## config.mk

```make
export PLATFORM = sky130hd
export DESIGN_NAME = reorder_buffer
export DESIGN_NICKNAME = d
export VERILOG_FILES = /design/src/rtl/reorder_buffer.sv
export SDC_FILE = /design/constraint.sdc
export NUM_CORES = 1
export LEC_CHECK = 0
export CORE_UTILIZATION = 45
export DETAILED_ROUTE_END_ITERATION = 10
export HOLD_SLACK_MARGIN = 0.12
export SETUP_SLACK_MARGIN = 0.1
export SLEW_MARGIN = 10
export SYNTH_ARGS = -nofsm -noshare
export SYNTH_HDL_FRONTEND = slang
export SYNTH_SLANG_ARGS = --single-unit
```

## constraint.sdc

```tcl
create_clock -name clk -period 8.4 [get_ports clk]
set_input_delay 0.84 -clock clk [delete_from_list [all_inputs] [get_ports clk]]
set_output_delay 0.84 -clock clk [all_outputs]
set_load 0.01 [all_outputs]
```

## src/rtl/reorder_buffer.sv

```systemverilog
// rtl/reorder_buffer.sv - in-order reorder buffer with CDB writeback; optional flush port under ROB_FLUSH_EN
module reorder_buffer #(
    parameter int DEPTH = 8,
    parameter int IDX_W = 3
) (
    input  logic             clk,
    input  logic             rst,
`ifdef ROB_FLUSH_EN
    input  logic             flush,
`endif
    input  logic [4:0]       op_in,
    input  logic [4:0]       rd_in,
    input  logic [31:0]      imm_in,
    output logic             rob_full,
    output logic [IDX_W-1:0] alloc_tag,
    input  logic             cdb_valid,
    input  logic [IDX_W-1:0] cdb_tag,
    input  logic [31:0]      cdb_value,
    output logic             commit_valid,
    output logic [IDX_W-1:0] commit_tag,
    output logic [4:0]       commit_op,
    output logic [4:0]       commit_rd,
    output logic [31:0]      commit_value,
    output logic [31:0]      commit_imm
);
    localparam logic [4:0]       OP_BUBBLE  = 5'b11111;
    localparam logic [IDX_W:0]   FULL_COUNT = (IDX_W+1)'(DEPTH);
    localparam logic [IDX_W:0]   ONE_COUNT  = (IDX_W+1)'(1);
    localparam logic [IDX_W-1:0] ONE_IDX    = IDX_W'(1);

    logic [DEPTH-1:0] busy_q;
    logic [DEPTH-1:0] ready_q;
    logic [4:0]       op_q    [DEPTH];
    logic [4:0]       rd_q    [DEPTH];
    logic [31:0]      imm_q   [DEPTH];
    logic [31:0]      value_q [DEPTH];
    logic [IDX_W-1:0] head_q;
    logic [IDX_W-1:0] tail_q;
    logic [IDX_W:0]   count_q;
    logic             flush_c;
    logic             alloc_en;
    logic             wb_en;
    logic             commit_en;

`ifdef ROB_FLUSH_EN
    assign flush_c = flush;
`else
    assign flush_c = 1'b0;
`endif

    assign rob_full  = (count_q == FULL_COUNT);
    assign alloc_tag = tail_q;
    // All three decisions use pre-edge state, so a slot freed by this
    // cycle's commit cannot be re-allocated in the same cycle.
    assign alloc_en  = (op_in != OP_BUBBLE) && !rob_full;
    assign wb_en     = cdb_valid && busy_q[cdb_tag] && !ready_q[cdb_tag];
    assign commit_en = busy_q[head_q] && ready_q[head_q];

    always_ff @(posedge clk) begin
        if (rst) begin
            head_q       <= '0;
            tail_q       <= '0;
            count_q      <= '0;
            busy_q       <= '0;
            ready_q      <= '0;
            commit_valid <= 1'b0;
            commit_tag   <= '0;
            commit_op    <= '0;
            commit_rd    <= '0;
            commit_value <= '0;
            commit_imm   <= '0;
        end else if (flush_c) begin
            head_q       <= '0;
            tail_q       <= '0;
            count_q      <= '0;
            busy_q       <= '0;
            ready_q      <= '0;
            commit_valid <= 1'b0;
        end else begin
            // alloc, writeback and commit never touch the same entry:
            // tail is free, the CDB target is busy-not-ready, head is ready.
            if (alloc_en) begin
                busy_q[tail_q]  <= 1'b1;
                ready_q[tail_q] <= 1'b0;
                tail_q          <= tail_q + ONE_IDX;
            end
            if (wb_en) begin
                ready_q[cdb_tag] <= 1'b1;
            end
            if (commit_en) begin
                busy_q[head_q]  <= 1'b0;
                ready_q[head_q] <= 1'b0;
                head_q          <= head_q + ONE_IDX;
                commit_valid    <= 1'b1;
                commit_tag      <= head_q;
                commit_op       <= op_q[head_q];
                commit_rd       <= rd_q[head_q];
                commit_value    <= value_q[head_q];
                commit_imm      <= imm_q[head_q];
            end else begin
                commit_valid <= 1'b0;
            end
            case ({alloc_en, commit_en})
                2'b10:   count_q <= count_q + ONE_COUNT;
                2'b01:   count_q <= count_q - ONE_COUNT;
                default: count_q <= count_q;
            endcase
        end
    end

    // Payload needs no reset: it is only read once busy/ready say it is valid.
    always_ff @(posedge clk) begin
        if (alloc_en) begin
            op_q[tail_q]  <= op_in;
            rd_q[tail_q]  <= rd_in;
            imm_q[tail_q] <= imm_in;
        end
        if (wb_en) begin
            value_q[cdb_tag] <= cdb_value;
        end
    end

endmodule
```

==> results.md, run 1 <==
- Status: completed
- CP arrival: 5.14 ns
- Syn_nets: ~1400
- # resized after CTS: 0
- Cell area after synthesis: 26100 sq um
- Slew Viols, Final: 0
- Number of global-route vias before repair: 13500
- Detail Placement HPWL: 30.1 mm
- Final Cycle Share: 56.1%
- Synth Register Bits: ~700
- Tot GR Track Use: approximately a fifth
- Global route total overflow: 0
- Initial Util: roughly 46%
- # setup viols final: 0
- Num CTS Buffers: 72
- Clock Sink Count: 696
- Hold_sp: commit_value[9]$_SDFFE_PP0N_
- Max VDD drop: around 0.16 mV
- Commonest non-fill, non-tap cells in the layout: edfxtp_1, clkdlybuf4s50_1, mux4_2, dfxtp_1, nor2_1
- Routability cong.: about 0.8
- Largest net degree at the start of global routing: 107
- Sequential-to-total area share from yosys stat: approximately 76%
- Total setup buffers inserted after CTS: 0
- Worst Hold End: commit_value[9]$_SDFFE_PP0N_
- # H-tree levels: 3
- Clock Tree Buf Depth: 3
- Crit path kind: reg2reg
- CP Launch Point: head_q[0]$_SDFFE_PP0N_
- Syn Inst Count: 1314
- Crit path max fanout: just over 80
- Post-route setup slack: approximately 3.7 ns
- Initial antenna violation count: 5
- Clock-pin slew on the worst setup and hold paths: 0.06 ns
- Hold Worst Slack: 0.492 ns
- Placed Instances: 2171
- Top Ports: 162
- CORE AREA: 56900 sq um
- Rel. slew slack: 23.8%
- Setup TNS: 0 ns
- I/O Buffers: 161
- Top cell type's share of synthesized area: 68.0%
- Final Skew: 0.0245 ns
- Post-synth top area cell: edfxtp_1
- Cells on worst reg2reg path: 8
- Number of max-cap violations: 0
- Post-synth EDFFs: 592
- FF-to-FF Start: head_q[0]$_SDFFE_PP0N_
- Required time worst endpoint: 8.83 ns
- Avg Vias per Cell: 5.54
- CTS root buf: clkbuf_16
- Reg2reg end: ready_q[0]$_SDFF_PP0_
- Library cells used by synthesis: 48
- WL final: 56.0 mm
- Hold path depth: 2
- # rows: 87
- CTS tree: yes
- Crit path buf inv count: 3
- Achievable frequency: 0.212 GHz
- Die Height: 243 um
- Die area: just under 60000 sq um
- Nets@finish: 1574
- Total number of vias: 12800
- Critical path's top delay family: buffers and inverters
- DR pass1 iterations: 5
- Post-route core utilization: 54.1%
- CP Launch Type: flop
- Final Non-Filler Cells: between 2000 and 2500
- Commonest non-fill, non-tap cell in the layout: edfxtp_1
- Hold Violations, Final: 0
- Initial DRC count: 901
- Cell Pwr Density: 235 nW/um^2
- Layout cells sized above 1: 19.7%
- Hold-fix buffers, CTS: 0
- Leakage Power: around 9.6 nW
- Largest cells by area after synthesis: edfxtp_1, mux4_2, dfxtp_1, mux2i_1, a211oi_1
- DR WL/cell: ~24 um
- Top FF cell, synth: edfxtp_1
- Drt drc: 0
- CP max stage delay: 0.80 ns
- Slowest-stage cell, CP: buf_4
- Area grow syn2layout: 17.9%
- Worst slew pin tran: 1.14 ns
- Synth warn: 0
- R2R Setup Slk: about 3.7 ns
- Remaining antenna violation count after routing: 0
- Average cell area after synthesis: between 15 and 20 sq um
- RSZ-0062 raised after global routing: false
- Crit-path cells: buf_4 > mux4_2 > nand2_1 > a21oi_4 > buf_4 > buf_4 > and2_1 > a221oi_1
- CP endpoint kind: flop
- Min Clock Period, post-route: 4.71 ns
- Die X: around 240 um
- Async SR Flop Fraction: 0%
- First-pass GRT wire length: 84.7 mm
- Skew-Pair Late Insertion Delay: about 0.61 ns
- Top cell by count, worst path: buf_4
- DP Worst Slack: 3.52 ns
- Hold Path Class: reg2reg
-- layer usage --
layer | track usage (%) | part of all wire (%)
met1 | 26.5 | 44
met2 | 31.3 | 49
met3 | 4.10 | 5.3
met4 | 5.79 | 1.8
met5 | 0 | 0.077
-- cells in the mapped netlist (all sizes together) (2+ instances only) --
cell	count
ha	5
nor2b	6
nor2	95
nand4	2
mux2	3
nand2b	6
nand2	53
mux4	152
and2	5
a21oi	4
mux2i	61
xnor2	2
edfxtp	592
o21ai	4
a21boi	3
xor2	4
buf	43
a31oi	5
clkbuf	38
nor3b	2
and3	2
a311oi	22
o21a	8
nor3	3
nand3	5
a221oi	4
inv	9
nor4bb	2
nor4b	2
a211oi	56
dfxtp	104
-- how the worst max path moves through the flow --
stage	endpoint	depth (start not counted)	slack (ns)
2_1_floorplan	value_q[1][0]$_DFFE_PP_	5	2.75
3_3_place_gp	ready_q[0]$_SDFF_PP0_	8	3.59
3_5_place_dp	ready_q[2]$_SDFF_PP0_	8	3.52
4_1_cts	ready_q[0]$_SDFF_PP0_	8	3.50
5_1_grt	ready_q[2]$_SDFF_PP0_	8	3.26
6_report	ready_q[0]$_SDFF_PP0_	8	3.69
-- flip-flops by register name, indices dropped and copies added (netlist names), 4 cells and up --
| register | count |
|---|---|
| imm_q | 256 |
| value_q | 256 |
| op_q | 40 |
| rd_q | 40 |
| commit_imm | 32 |
| commit_value | 32 |
| busy_q | 8 |
| ready_q | 8 |
| commit_op | 5 |
| commit_rd | 5 |
| count_q | 4 |
-- layout make-up --
type | instances | area, sq um
Timing Repair Buffer | 182 | 1780
Inverter | 10 | 37.5
Antenna cell | 1 | 2.50
Clock buffer | 102 | 2070
Multi-Input combinational cell | 527 | 5910
Clock inverter | 29 | 203
Fill cell | 4423 | 26100
Sequential cell | 696 | 19900
Tap cell | 756 | 946
-- logic make-up after synthesis --
group                    count (synthesis)  synth area share (%)
AND/OR/NAND/NOR                        187                  3.14
flip-flops                             696                  76.0
adder cells (fa/ha/maj)                  5                 0.239
XOR/XNOR                                 6                 0.201
buffers and inverters                   91                  1.57
AO/OA/AOI/OAI                          113                  3.31
multiplexers                           216                  15.6
-- stage by stage --
stage,total power [mW],instance area [sq um]
after floorplan,4.11,26100
after global routing,7.47,30800
after CTS,7.31,30800
final,7.23,30800
after detailed placement,4.26,28500
after global placement,4.25,28500
-- power by group --
group | switching [mW] | internal, mW
clock | 1.27 | 1.78
sequential | 0.0313 | 3.87
combinational | 0.173 | 0.114
-- worst reg2reg max path, delay by kind of cell, from the launching register on --
kind	cells	cell delay, ns
and+or+nand+nor	2	0.46
muxes	1	0.38
buffers and inverters	3	2.13
AOI/OAI and AO/OA	2	0.89
DFF	1	0.66
Power figures use the tool's default switching activity.
==> run 2, diff against run 1 <==
==> constraint.sdc (replaced) <==
create_clock -name clk -period 4.8 [get_ports clk]
set_input_delay 0.48 -clock clk [delete_from_list [all_inputs] [get_ports clk]]
set_output_delay 0.48 -clock clk [all_outputs]
set_load 0.01 [all_outputs]
==> run 2 against run 1 <==
Compared with the run above:
- flip-flop and latch count unchanged
- worst setup slack worse by 2.5 ns
- sequential power grew 75%
- sequential share of layout area fell by 0.54 points
- clock-buffer cell count stayed put
- highest routed layer unchanged
- total power rose by 80%
- die area stayed put
- clock power is 85% higher
- largest cell class unchanged
- critical path type unchanged
- first-iteration DRC count increased by 7.5%
- non-clock buffer count increased by 7
==> results.md, run 2 (same netlist as run 1, synthesis figures left out) <==
- Status: completed
- Avg Vias per Cell: approximately 5.5
- Reg2reg end: count_q[2]$_SDFFE_PP0P_
- # rows: 87
- Die X: ~240 um
- CP arrival: approximately 4.2 ns
- CP endpoint: count_q[2]$_SDFFE_PP0P_
- R2R Setup Slk: 1.16 ns
- Post-route setup slack: around 1.2 ns
- Die area: 59000 sq um
- Finished Cell Area: 31100 sq um
- Skew-Pair Late Insertion Delay: ~0.6 ns
- Multi-input gate area: 5920 sq um
- Remaining antenna violation count after routing: 0
- Register area: roughly 20000 sq um
- Initial antenna violation count: 7
- Final Cycle Share: 75.7%
- FF-to-FF Start: head_q[2]$_SDFFE_PP0N_
- Dpl cell area: 28600 sq um
- WL final: 56.0 mm
- Hold Violations, Final: 0
- Required time worst endpoint: 5.32 ns
- Num CTS Buffers: 71
- # resized after CTS: 0
- Clock Sink Count: 696
- # fillers: approximately 4400
- Regs by FF count: imm_q x256, value_q x256
- Initial DRC count: 969
- Commonest non-fill, non-tap cells in the layout: edfxtp_1, clkdlybuf4s50_1, mux4_2, dfxtp_1, nor2_1
- # setup viols final: 0
- Number of global-route vias before repair: 13400
- Area grow syn2layout: 18.9%
- DR pass1 iterations: 5
- Routability cong.: 0.825
- Setup TNS: 0 ns
- Nets@finish: 1580
- Global route total overflow: 0
- RSZ-0062 raised after global routing: false
- Hold-fix buffers, CTS: 0
- CORE AREA: 56900 sq um
- I/O Buffers: about 160
- Post-route core utilization: 54.6%
- Cells on worst reg2reg path: 11
- Crit path max fanout: 51
- CTS root buf: clkbuf_16
- Slew Viols, Final: 0
- Largest net degree at the start of global routing: 143
- Final Skew: 0.0235 ns
- Crit path kind: reg2reg
- Layout cells sized above 1: 19.9%
- Rel. slew slack: 26.1%
- PnR Total Power: 13.0 mW
- Tot GR Track Use: 19.4%
- Initial Util: 45.9%
- Achievable frequency: between 0.2 and 0.3 GHz
- Cell Pwr Density: 418 nW/um^2
- CP Launch Point: head_q[2]$_SDFFE_PP0N_
- Commonest non-fill, non-tap cell in the layout: edfxtp_1
- First-pass GRT wire length: 84.9 mm
- Detail Placement HPWL: between 30 and 40 mm
- CTS tree: yes
- Hold Path Class: in2reg
- Number of max-cap violations: 0
- Worst slew pin tran: roughly 1.1 ns
- Die Height: ~240 um
- Max VDD drop: 0.257 mV
- DP Worst Slack: 0.962 ns
- Placed Instances: 2178
- CP endpoint kind: flop
- Top Ports: 162
- Total number of vias: between 10000 and 15000
- Leakage Power: 9.71 nW
- Final Non-Filler Cells: 2312
- Clock-pin slew on the worst setup and hold paths: 0.06 ns
- Clock Tree Buf Depth: 3
- Hold Worst Slack: approximately 0.44 ns
- CP Launch Type: flop
- DR WL/cell: 24.2 um
- # H-tree levels: 3
- Min Clock Period, post-route: 3.64 ns
- Drt drc: 0
- Total setup buffers inserted after CTS: 0
[run 2: routing by layer]
layer  track usage, %  routed length, um  up-vias
li1                 -                  -     5706
met1             26.9              24800     6717
met2             30.9              27300      282
met3             3.94               2790       70
met4             6.25               1010        6
met5                0                 39        -
[run 2: power by group]
group | total [mW] | internal (mW) | switching (mW)
registers | 6.82 | 6.77 | 0.0585
clock network | 5.65 | 3.42 | 2.23
logic | 0.513 | 0.205 | 0.308
total | 13.0 | 10.4 | 2.59
[run 2: cell type report]
cell class | count | share of cell area, %
Clock buffer | 102 | 6.76
Antenna cell | 3 | 0.0242
Inverter | 10 | 0.121
Clock inverter | 29 | 1.06
Tap cell | 756 | 3.04
Sequential cell | 696 | 63.9
Multi-Input combinational cell | 527 | 19.0
Timing Repair Buffer | 189 | 6.01
[run 2: worst max-delay path: stages, from the launching register on]
cell and delay (ns):
dfxtp_4 0.57, inv_2 0.16, buf_4 0.60, nand2_1 0.20, a21oi_4 0.63, ha_1 0.36, xor2_1 0.18, ha_1 0.17
a21oi_1 0.05, xor2_1 0.16, or3_1 0.30, a21oi_1 0.14
[run 2: worst min path at each step]
stage	startpoint	to	slack, ns	cells past startpoint
2_1_floorplan	busy_q[6]$_SDFF_PP0_	busy_q[6]$_SDFF_PP0_	0.45	1
3_3_place_gp	busy_q[4]$_SDFF_PP0_	busy_q[4]$_SDFF_PP0_	0.48	1
3_5_place_dp	busy_q[6]$_SDFF_PP0_	busy_q[6]$_SDFF_PP0_	0.48	1
4_1_cts	rst	commit_tag[1]$_SDFFE_PP0N_	0.49	2
5_1_grt	rst	commit_tag[1]$_SDFFE_PP0N_	0.47	2
6_report	rst	commit_tag[1]$_SDFFE_PP0N_	0.44	2
==> run 3, diff against run 2 <==
==> constraint.sdc (replaced) <==
create_clock -name clk -period 3.5 [get_ports clk]
set_input_delay 0.35 -clock clk [delete_from_list [all_inputs] [get_ports clk]]
set_output_delay 0.35 -clock clk [all_outputs]
set_load 0.01 [all_outputs]
==> run 3 against run 2 <==
Compared with the run above:
- first-iteration DRC count is 1.2% lower
- worst setup slack worse by 0.31 ns
- sequential power is 37% higher
- non-clock buffer count is 5 higher
- critical path depth is 1 lower
- combinational power is 41% higher
- maximum frequency is 37% higher
- utilization is 0.33 points higher
- die area stayed put
- clock-buffer cell count is 1 lower
- design area is 0.60% higher
- flip-flop and latch count stayed put
- critical path type unchanged
==> results.md, run 3 (same netlist as run 1, synthesis figures left out) <==
- Clock-pin slew on the worst setup and hold paths: ~0.06 ns
- Max VDD drop: 0.311 mV
- R2R Setup Slk: 0.85 ns
- Nets@finish: around 1600
- First-pass GRT wire length: 84.4 mm
- CP max stage delay: 0.51 ns
- Critical path depth in cells: 10
- Final Skew: between 0.02 and 0.03 ns
- WL final: 55.6 mm
- Final Cycle Share: 75.7%
- Cells on worst reg2reg path: 10
- Initial DRC count: 957
- Slowest-stage cell, CP: mux4_2
- Met2 usage in global routing: 32.2%
- CP arrival: 3.17 ns
- Min Clock Period, post-route: 2.65 ns
- Critical path's top delay family: multiplexers
- Detail Placement HPWL: between 30 and 40 mm
- CTS tree: yes
- Largest net degree at the start of global routing: 163
- Worst slew pin tran: a little over 1 ns
- Clock Tree Buf Depth: 3
- Rel. slew slack: around a third
- Remaining antenna violation count after routing: 0
- Required time worst endpoint: 4.02 ns
- Leakage Power: 9.75 nW
- Number of max-cap violations: 0
- Routability cong.: 0.807
- Clock Sink Count: approximately 700
- Commonest non-fill, non-tap cell in the layout: edfxtp_1
- Dpl cell area: around 29000 sq um
- Die X: 243 um
- Hold Path Class: in2reg
- CORE AREA: 56900 sq um
- FF-to-FF Start: head_q[0]$_SDFFE_PP0N_
- Worst Hold End: commit_tag[1]$_SDFFE_PP0N_
- Die area: 59000 sq um
- # rows: 87
- Crit-path cells: mux4_2 > mux2i_1 > a21oi_4 > ha_1 > xor2_1 > ha_1 > a21oi_1 > xor2_1 > or3_1 > a21oi_1
- Initial Util: between 40% and 50%
- Global route total overflow: 0
- DR pass1 iterations: 5
- Area grow syn2layout: 19.6%
- Initial antenna violation count: 4
- Number of global-route vias before repair: 13600
- Most crowded layer after global routing: met2
- Total number of vias: ~13000
- DP Worst Slack: 0.408 ns
- Skew-Pair Late Insertion Delay: 0.61 ns
- Hold_sp: rst
- # setup viols final: 0
- Hold path depth: 2
- Crit path kind: reg2reg
- Avg Vias per Cell: 5.53
- Layout cells sized above 1: approximately 20%
- Met3 Use GR: 3.95%
- Met1 Usage GRT: between 20% and 30%
- Setup TNS: 0 ns
- # resized after CTS: 0
- Finished Cell Area: 31300 sq um
- Cell Pwr Density: 567 nW/um^2
- Top Ports: ~160
- Placed Instances: 2183
- Tot GR Track Use: 19.2%
- Num CTS Buffers: 73
- # fillers: ~4400
- Drt drc: 0
- Die Height: 243 um
- Hold Violations, Final: 0
- Reg2reg end: count_q[2]$_SDFFE_PP0P_
- # H-tree levels: 3
- DR WL/cell: between 20 and 25 um
- Crit path max fanout: 7
- CP endpoint kind: flop
- Regs by FF count: imm_q x256, value_q x256
- Hold-fix buffers, CTS: 0
- Achievable frequency: approximately 0.38 GHz
- Commonest non-fill, non-tap cells in the layout: edfxtp_1, clkdlybuf4s50_1, mux4_2, dfxtp_1, nor2_1
- Status: completed
- RSZ-0062 raised after global routing: false
- CP Launch Type: flop
- I/O Buffers: 161
- Total setup buffers inserted after CTS: 0
- Crit path buf inv count: 0
- CTS root buf: clkbuf_16
- Post-route setup slack: 0.851 ns
- Slew Viols, Final: 0
- Final Non-Filler Cells: 2320
- PnR Total Power: approximately 18 mW
-- run 3: layout make-up --
type,instances,area [sq um],share of cell area [%]
Sequential cell,696,19900,63.6
Multi-Input combinational cell,527,5930,19.0
Timing Repair Buffer,194,2080,6.66
Clock buffer,101,2000,6.40
Tap cell,756,946,3.03
Clock inverter,35,393,1.26
Inverter,10,37.5,0.120
Antenna cell,1,2.50,0.00800
-- run 3: metrics by stage --
stage,utilization (%),hold slack (ns)
3_3_place_gp,50.7,0.480
2_1_floorplan,-,0.449
6_report,54.9,0.377
4_1_cts,54.9,0.363
3_5_place_dp,50.7,0.480
5_1_grt,54.9,0.418
-- run 3: worst max path at each step --
stage | start | to | slack [ns]
after floorplan | cdb_tag[2] | value_q[1][0]$_DFFE_PP_ | -0.04
after global placement | cdb_tag[2] | value_q[4][17]$_DFFE_PP_ | 0.44
after detailed placement | cdb_tag[2] | value_q[5][8]$_DFFE_PP_ | 0.41
after CTS | head_q[0]$_SDFFE_PP0N_ | count_q[2]$_SDFFE_PP0P_ | 0.83
after global routing | head_q[0]$_SDFFE_PP0N_ | count_q[2]$_SDFFE_PP0P_ | 0.62
final | head_q[0]$_SDFFE_PP0N_ | count_q[2]$_SDFFE_PP0P_ | 0.85
-- run 3: report_power, final --
group / leakage, nW / internal, mW / switching (mW) / total (mW)
clock: 1.17 / 4.55 / 3.11 / 7.66
combinational: 2.35 / 0.302 / 0.423 / 0.725
sequential: 6.24 / 9.28 / 0.0776 / 9.36
-- run 3: metal layers --
metal	up-vias	share of wire [%]
met3	67	4.6
li1	5727	-
met4	6	1.5
met5	-	0.070
met2	278	50
met1	6758	43
